===== src/rtl/reindeer_mtimer_pkg.sv =====
// Shared definitions for the Reindeer machine timer: register map, CTRL bit
// positions, reset constants and the address-decode helper.
package reindeer_mtimer_pkg;

    localparam int unsigned TIMER_WIDTH = 64;

    localparam int unsigned TIMER_MTIME_LO    = 0;
    localparam int unsigned TIMER_MTIME_HI    = 1;
    localparam int unsigned TIMER_MTIMECMP_LO = 2;
    localparam int unsigned TIMER_MTIMECMP_HI = 3;
    localparam int unsigned TIMER_CTRL        = 4;
    localparam int unsigned TIMER_PRESCALE    = 5;

    localparam int unsigned CTRL_ENABLE_BIT = 0;
    localparam int unsigned CTRL_CLEAR_BIT  = 1;

    localparam logic [TIMER_WIDTH-1:0] MTIMECMP_RESET = '1;

    // The PRESCALE slot only decodes when the prescaler is built in.
    function automatic logic addr_mapped(input logic [31:0] addr, input logic prescale_en);
        return (addr <= (prescale_en ? TIMER_PRESCALE : TIMER_CTRL));
    endfunction

endpackage


===== src/rtl/reindeer_mtimer_prescaler.sv =====
// Reload down-counter that paces mtime increments; tick_o is high for one cycle
// each time the count reaches zero. Only built when MTIME_PRESCALER_EN is defined.
`ifdef MTIME_PRESCALER_EN
module reindeer_mtimer_prescaler #(
    parameter int unsigned PRESCALE_BITS = 8
) (
    input  logic                     clk_i,
    input  logic                     rst_i,
    input  logic                     sync_reset_i,
    input  logic                     load_i,
    input  logic [PRESCALE_BITS-1:0] load_value_i,
    output logic [PRESCALE_BITS-1:0] prescale_o,
    output logic                     tick_o
);

    logic [PRESCALE_BITS-1:0] prescale_q, prescale_d;
    logic [PRESCALE_BITS-1:0] count_q, count_d;

    always_comb begin
        prescale_d = prescale_q;
        count_d    = count_q;
        if (load_i) begin
            prescale_d = load_value_i;
        end
        // A PRESCALE write restarts the period from the new value on the same edge.
        if (sync_reset_i) begin
            count_d = '0;
        end else if (load_i) begin
            count_d = load_value_i;
        end else if (count_q == '0) begin
            count_d = prescale_q;
        end else begin
            count_d = count_q - 1'b1;
        end
    end

    always_ff @(posedge clk_i or posedge rst_i) begin
        if (rst_i) begin
            prescale_q <= '0;
            count_q    <= '0;
        end else begin
            prescale_q <= prescale_d;
            count_q    <= count_d;
        end
    end

    assign prescale_o = prescale_q;
    assign tick_o     = (count_q == '0);

endmodule
`endif


===== src/rtl/reindeer_mtimer.sv =====
// Memory-mapped RISC-V machine timer (mtime/mtimecmp) feeding the CSR block's
// timer input. Optional prescaler at address 5 under MTIME_PRESCALER_EN.
module reindeer_mtimer
    import reindeer_mtimer_pkg::*;
#(
    parameter int unsigned TIMER_ADDR_BITS = 3,
    parameter int unsigned PRESCALE_BITS   = 8
) (
    input  logic                       clk,
    input  logic                       reset,
    input  logic                       sync_reset,
    input  logic                       read_enable,
    input  logic [TIMER_ADDR_BITS-1:0] read_addr,
    output logic                       read_en_out,
    output logic [31:0]                read_data_out,
    input  logic                       write_enable,
    input  logic [TIMER_ADDR_BITS-1:0] write_addr,
    input  logic [31:0]                write_data_in,
    output logic                       timer_triggered,
    output logic                       addr_error
);

    logic [TIMER_WIDTH-1:0]   mtime_q, mtime_d;
    logic [TIMER_WIDTH-1:0]   mtimecmp_q, mtimecmp_d;
    logic [1:0]               ctrl_q, ctrl_d;
    logic [31:0]              snapshot_hi_q, snapshot_hi_d;
    logic                     cmp_hit_q, cmp_hit_d;
    logic                     read_en_q;
    logic [31:0]              read_data_q, read_data_d;
    logic                     addr_error_q, addr_error_d;
    logic                     tick;
    logic [PRESCALE_BITS-1:0] prescale_val;
    logic [31:0]              wa, ra;

    assign wa = 32'(write_addr);
    assign ra = 32'(read_addr);

`ifdef MTIME_PRESCALER_EN
    localparam logic PRESCALE_EN = 1'b1;

    logic prescale_we;
    assign prescale_we = write_enable && (wa == TIMER_PRESCALE);

    reindeer_mtimer_prescaler #(
        .PRESCALE_BITS (PRESCALE_BITS)
    ) u_prescaler (
        .clk_i        (clk),
        .rst_i        (reset),
        .sync_reset_i (sync_reset),
        .load_i       (prescale_we),
        .load_value_i (write_data_in[PRESCALE_BITS-1:0]),
        .prescale_o   (prescale_val),
        .tick_o       (tick)
    );
`else
    localparam logic PRESCALE_EN = 1'b0;

    assign tick         = 1'b1;
    assign prescale_val = '0;
`endif

    // Counter and compare. Clearing on a match also drops cmp_hit so the
    // trigger is a single-cycle pulse once per period.
    always_comb begin
        mtime_d   = mtime_q;
        cmp_hit_d = (mtime_q >= mtimecmp_q);
        if (ctrl_q[CTRL_CLEAR_BIT] && cmp_hit_q) begin
            mtime_d   = '0;
            cmp_hit_d = 1'b0;
        end else if (ctrl_q[CTRL_ENABLE_BIT] && tick) begin
            mtime_d = mtime_q + 64'd1;
        end
        // A software write replaces one half outright; the other half keeps its
        // pre-increment value and no carry crosses between them.
        if (write_enable && (wa == TIMER_MTIME_LO)) begin
            mtime_d = {mtime_q[63:32], write_data_in};
        end else if (write_enable && (wa == TIMER_MTIME_HI)) begin
            mtime_d = {write_data_in, mtime_q[31:0]};
        end
        if (sync_reset) begin
            mtime_d   = '0;
            cmp_hit_d = 1'b0;
        end
    end

    always_comb begin
        mtimecmp_d = mtimecmp_q;
        ctrl_d     = ctrl_q;
        if (write_enable) begin
            if (wa == TIMER_MTIMECMP_LO) begin
                mtimecmp_d = {mtimecmp_q[63:32], write_data_in};
            end else if (wa == TIMER_MTIMECMP_HI) begin
                mtimecmp_d = {write_data_in, mtimecmp_q[31:0]};
            end else if (wa == TIMER_CTRL) begin
                ctrl_d = write_data_in[1:0];
            end
        end
    end

    // Reads see pre-write state. A LO read freezes the upper half so the
    // following HI read is coherent with it.
    always_comb begin
        read_data_d   = read_data_q;
        snapshot_hi_d = snapshot_hi_q;
        if (read_enable) begin
            case (ra)
                TIMER_MTIME_LO: begin
                    read_data_d   = mtime_q[31:0];
                    snapshot_hi_d = mtime_q[63:32];
                end
                TIMER_MTIME_HI:    read_data_d = snapshot_hi_q;
                TIMER_MTIMECMP_LO: read_data_d = mtimecmp_q[31:0];
                TIMER_MTIMECMP_HI: read_data_d = mtimecmp_q[63:32];
                TIMER_CTRL:        read_data_d = {30'd0, ctrl_q};
                TIMER_PRESCALE:    read_data_d = PRESCALE_EN ? 32'(prescale_val) : 32'd0;
                default:           read_data_d = 32'd0;
            endcase
        end
    end

    assign addr_error_d = (read_enable  && !addr_mapped(ra, PRESCALE_EN)) ||
                          (write_enable && !addr_mapped(wa, PRESCALE_EN));

    always_ff @(posedge clk or posedge reset) begin
        if (reset) begin
            mtime_q       <= '0;
            mtimecmp_q    <= MTIMECMP_RESET;
            ctrl_q        <= '0;
            snapshot_hi_q <= '0;
            cmp_hit_q     <= 1'b0;
            read_en_q     <= 1'b0;
            read_data_q   <= '0;
            addr_error_q  <= 1'b0;
        end else begin
            mtime_q       <= mtime_d;
            mtimecmp_q    <= mtimecmp_d;
            ctrl_q        <= ctrl_d;
            snapshot_hi_q <= snapshot_hi_d;
            cmp_hit_q     <= cmp_hit_d;
            read_en_q     <= read_enable;
            read_data_q   <= read_data_d;
            addr_error_q  <= addr_error_d;
        end
    end

    assign read_en_out     = read_en_q;
    assign read_data_out   = read_data_q;
    assign addr_error      = addr_error_q;
    assign timer_triggered = cmp_hit_q & ctrl_q[CTRL_ENABLE_BIT];

endmodule

===== config.mk =====
export PLATFORM = sky130hd
export DESIGN_NAME = reindeer_mtimer
export DESIGN_NICKNAME = d
export VERILOG_FILES = /design/src/rtl/reindeer_mtimer_pkg.sv /design/src/rtl/reindeer_mtimer_prescaler.sv /design/src/rtl/reindeer_mtimer.sv
export SDC_FILE = /design/constraint.sdc
export NUM_CORES = 1
export LEC_CHECK = 0
export ABC_AREA = 0
export BUFFER_PORTS_ARGS = -buffer_cell sky130_fd_sc_hd__buf_2
export CAP_MARGIN = 10
export CORE_ASPECT_RATIO = 2
export CORE_UTILIZATION = 40
export DETAILED_ROUTE_END_ITERATION = 8
export HOLD_SLACK_MARGIN = 0.06
export PLACE_DENSITY_LB_ADDON = 0.05
export RECOVER_POWER = 100
export SLEW_MARGIN = 20
export SYNTH_ARGS = -nofsm -noshare
export SYNTH_HDL_FRONTEND = slang
export SYNTH_HIERARCHICAL = 1
export SYNTH_SLANG_ARGS = --single-unit

===== constraint.sdc =====
create_clock -name clk -period 9.5 [get_ports clk]
set_input_delay 1.9 -clock clk [delete_from_list [all_inputs] [get_ports clk]]
set_output_delay 1.9 -clock clk [all_outputs]
set_load 0.01 [all_outputs]

Yosys cells after proc, flatten, opt, wreduce, memory -nomap -nowiden
Cells that the tools add are included.
{ "op_classes": {"n_eq_ne": 10, "n_lt_le_gt_ge": 3, "bitwise_logic": 3, "n_addsub": 1, "reduce_logical": 18, "muxes": 9} }
{ "ops": {"columns": ["operator", "n"], "rows": [
  ["$mux W64", 5],
  ["$pmux W32 S5", 1],
  ["$add A64 B1 Y64 const B", 1],
  ["$ge A64 B64 Y1", 1],
  ["$logic_not A32 Y1", 2],
  ["$mux W32", 1],
  ["$eq A3 B2 Y1 const B", 4],
  ["$reduce_and A2 Y1", 4],
  ["$reduce_bool A4 Y1", 2],
  ["$eq A3 B1 Y1 const B", 2],
  ["$eq A3 B3 Y1 const B", 2],
  ["$le A3 B3 Y1 const B", 2],
  ["$logic_and A1 B1 Y1", 5],
  ["$reduce_and A4 Y1", 1],
  ["$ne A3 B3 Y1 const B", 1],
  ["$reduce_and A3 Y1", 1],
  ["$logic_not A1 Y1", 2],
  ["$mux W1", 2],
  ["$ne A2 B2 Y1 const B", 1],
  ["$not A1 Y1", 2],
  ["$and A1 B1 Y1", 1],
  ["$logic_or A1 B1 Y1", 1]
]} }
{ "totals": {"out_inout_bits": 35, "regBits": 197} }

Logic depth before layout (Yosys ltp)
{ "depth": {"depth_word": 6, "depth_mapped": 9, "mapped_depth_nobuf": 8} }

Worst setup path after synthesis
OpenSTA, ideal clock, no wires.
{ "synth_timing": {"path_kind": "input to register", "startpoint": "input read_addr[1]", "endpoint": "register snapshot_hi_q[20]", "setup_time_ps": 125, "stages": 6, "t_arrival_ps": 3403, "path_slack_ps": 5972, "path_cell_list": "clkbuf_1 -> nor3_1 -> and2_1 -> clkbuf_1 -> buf_1 -> mux2_2"} }
{ "synth_via": {"elab_chain_cells": 2} }
{ "synth_lines": {"columns": ["element", "line", "rtl"], "rows": [
  ["start, declared", "reindeer_mtimer.sv:13", "input logic [TIMER_ADDR_BITS-1:0] read_addr,"],
  ["$logic_not A32 Y1", "reindeer_mtimer.sv:106", "case (ra)"],
  ["$reduce_and A2 Y1 (no line)", null, null],
  ["end signal, assigned", "reindeer_mtimer.sv:138", "snapshot_hi_q <= snapshot_hi_d;"],
  ["end, declared", "reindeer_mtimer.sv:26", "logic [31:0] snapshot_hi_q, snapshot_hi_d;"]
]} }
Every way passes these cells.
A chain may end at the register's enable or synchronous reset.

Worst setup path after layout
{ "layout_timing": {"startpoint": "input read_enable", "endpoint": "register snapshot_hi_q[19]"} }
{ "layout_via": {"elab_chain_cells": 1} }
{ "layout_lines": {"columns": ["element", "line", "rtl"], "rows": [
  ["start, declared", "reindeer_mtimer.sv:12", "input logic read_enable,"],
  ["$reduce_and A2 Y1 (no line)", null, null]
]} }
Every way passes these cells.

==> metrics.md <==
| Metric | Value |
|---|---|
| Largest net degree at the start of global routing | 127 |
| Chip Width | 121 µm |
| Final ANT Viol Nets | 0 |
| Port bufs | 77 |
| Top post-synthesis cells by count | 133 x dfrtp_1, 112 x o21ai_0, 102 x nand2_1, 88 x a22oi_1, 87 x nor2_1 |
| Slew @ Worst Pin | 3.14 ns |
| Pre-antenna DRT Iters | 5 |
| Status | complete, but fails checks |
| Final setup violation count | 0 |
| Netlist cell types | 64 |
| Yosys top cell area share | 29.2% |
| CTS tree | done |
| Cells after synthesis | 1218 |
| Critical path's slowest cell | clkbuf_1 |
| CP Launch Type | primary input |
| Synth-to-Final Area Change | 10.8% |
| Power Density | 172 nW/µm² |
| Avg WL per Cell | 23.2 µm |
| Crit Path Class | in2reg |
| Placed cell count | 1594 |
| Num CTS Buffers | 17 |
| Vias in the first global route | 9798 |
| Final worst-path cycle share | 54.1% |
| Met1 Usage GRT | 28.4% |
| FFs w/ async S/R, synth | 100% |
| Starting DRT DRC Count | 601 |
| Worst path cell trace | buf_2 -> clkbuf_1 -> and2_1 -> buf_4 -> mux2_2 |
| Critical path arrival | 5.48 ns |
| Starting Density | 40.6% |
| Total power | 2.17 mW |
| Top-count cell post-synth | dfrtp_1 |
| Largest area contributor in the synthesized netlist | dfrtp_1 |
| Hold slack | 0.490 ns |
| Failing checks | capacitance limit, slew limit |
| Congestion Overflow GR | 0 |
| Clk root buf | clkbuf_16 |
| Vias post-DR | 9811 |
| Post-cts sizing count | 0 |
| CTS HTree Levels | 4 |
| Total routed wirelength | 37.7 mm |
| Leakage power | 5.23 nW |
| First-pass GRT wire length | 57.8 mm |
| Max-cap violations | 6 |
| Met2 Track Usage GR | 49.3% |
| Worst-path clk slew | 0.07 ns |
| Post-layout minimum cycle time | 5.14 ns |
| Vias per inst | 6.03 |
| Synth Flop Type | dfrtp_1 |
| RSZ-0062 raised after global routing | false |
| Row count | 87 |
| Relative slew slack | -110% |
| Die Span Y | 241 µm |
| Layout cell share with drive strength beyond 1 | 18.3% |
| Hold Violations, Final | 0 |
| Synth top area cells | dfrtp_1 29%, dfstp_2 15%, ha_1 7.1% |
| Setup slack at placement | 5.38 ns |
| Routing usage on met3 | 3.88% |
| Total I/O pin count | 78 |
| Setup ws final | 4.36 ns |
| Sequential area share after synthesis | 43.9% |
| #FFs+latches synth | 197 |
| Max Slew Vio Count | 263 |
| Hold Buf Count CTS | 0 |
| Max Root-Sink Buffers | 2 |
| Crit. End Element | flop |
| Drt drc | 0 |
| Antenna violations before repair | 0 |
| Hpwl dp | 26.0 mm |
| Mean cell area of the mapped netlist | 9.37 µm² |
| Tot GR Track Use | 27.0% |
| Syn_nets | 1326 |
| Req. time, crit path | 9.84 ns |
| Post-DP Area | 12100 µm² |
| TritonCTS Sinks | 197 |
| Final core utilization | 45.0% |
| Worst Hold Class | reg2reg |
| Total core area | 28100 µm² |
| Ant. Diodes | 0 |
| Gpl congestion | 0.903 |
| Post-CTS Setup Bufs | 0 |
| Buf/Inv on CP | 3 |
| Final nets | 1366 |
| Worst Path Max Fanout | 67 |
| Clk_skew | 0.0115 ns |
| Most used routing layer | met2 |
| Synth warnings | 6 |
| TNS Setup | 0 ns |
| Netlist Area Pre-Place | 11400 µm² |
| EDFF count, synth | 0 |
| CP max stage delay | 2.21 ns |
| F_max | 195 MHz |
| Worst skew pair latency | 0.47 ns |
| CP top delay family | buffers and inverters |
| Final Non-Filler Cells | 1627 |
| Die ar. | 29200 µm² |
| Maximum VDD drop | 0.000121 V |
| Design area | 12600 µm² |
## final cells by class
cell class                      instances  area (µm²)
Multi-Input combinational cell        864        5830
Fill cell                            2798       15400
Timing Repair Buffer                   94         455
Inverter                               84         323
Tap cell                              356         445
Clock inverter                         12         131
Clock buffer                           20         447
Sequential cell                       197        5010
## layout by cell type, fill, tap and decap left out, types with 9 or more instances in the layout
cell type	count
dfrtp_1	133
and3_1	18
mux2_2	65
a22oi_1	88
nand2_1	102
inv_1	83
nand3_1	27
a221o_1	9
buf_4	10
clkbuf_1	46
o21ai_0	113
nor4_1	15
dfstp_2	64
nor2_1	87
buf_2	39
a21oi_1	58
nand4_1	25
ha_1	65
a31oi_1	40
nor3_1	25
clkbuf_16	17
## kinds of logic (layout without fill, tap and decap cells)
logic type,Yosys count,count (layout),share of synthesized area (%)
adder cells (fa/ha/maj),65,65,7.13
multiplexers,71,71,6.97
AO/OA/AOI/OAI,354,354,19.6
flip-flops,197,197,43.9
AND/OR/NAND/NOR,360,360,16.1
XOR/XNOR,14,14,1.07
buffers and inverters,157,210,5.30
## report_power, final
group / internal [mW] / total (mW) / switching (mW)
logic: 0.144 / 0.381 / 0.237
clock network: 0.395 / 0.741 / 0.346
registers: 0.972 / 1.05 / 0.0771
total: 1.51 / 2.17 / 0.660
## routing by layer
layer / wire length [µm] / up-vias / share of wire (%)
li1: - / 4562 / -
met1: 14000 / 4890 / 37
met2: 20400 / 252 / 54
met3: 1090 / 107 / 2.9
met4: 2230 / 0 / 5.9
met5: 0 / - / 0
## state kept, by name, indices dropped and copies added (netlist names)
signal         flops
mtime_q           64
mtimecmp_q        64
read_data_out     32
snapshot_hi_q     32
ctrl_q             2
addr_error         1
cmp_hit_q          1
read_en_out        1
## path summary, 6_finish.rpt
check	from	endpoint	slack, ns	cells past startpoint
max	read_enable	snapshot_hi_q[19]$_DFFE_PP0P_	4.36	5
min	read_data_out[1]$_DFFE_PP0P_	read_data_out[1]$_DFFE_PP0P_	0.49	1
max reg2reg	cmp_hit_q$_DFF_PP0_	mtime_q[56]$_DFFE_PP0P_	5.80	8
min reg2reg	read_data_out[1]$_DFFE_PP0P_	read_data_out[1]$_DFFE_PP0P_	0.49	1
max in group asynchronous	reset	read_data_out[1]$_DFFE_PP0P_	6.34	3
min in group asynchronous	reset	read_data_out[20]$_DFFE_PP0P_	1.63	2
## worst register-to-register path: stages (launching register included)
cell and delay, ns:
dfrtp_1 0.46, a21o_1 0.25, nor2_1 0.09, clkbuf_1 1.07
nand2_1 0.13, clkbuf_1 0.72, or4_1 0.73, nor2_1 0.10
a221o_1 0.11
Power figures use the tool's default switching activity.
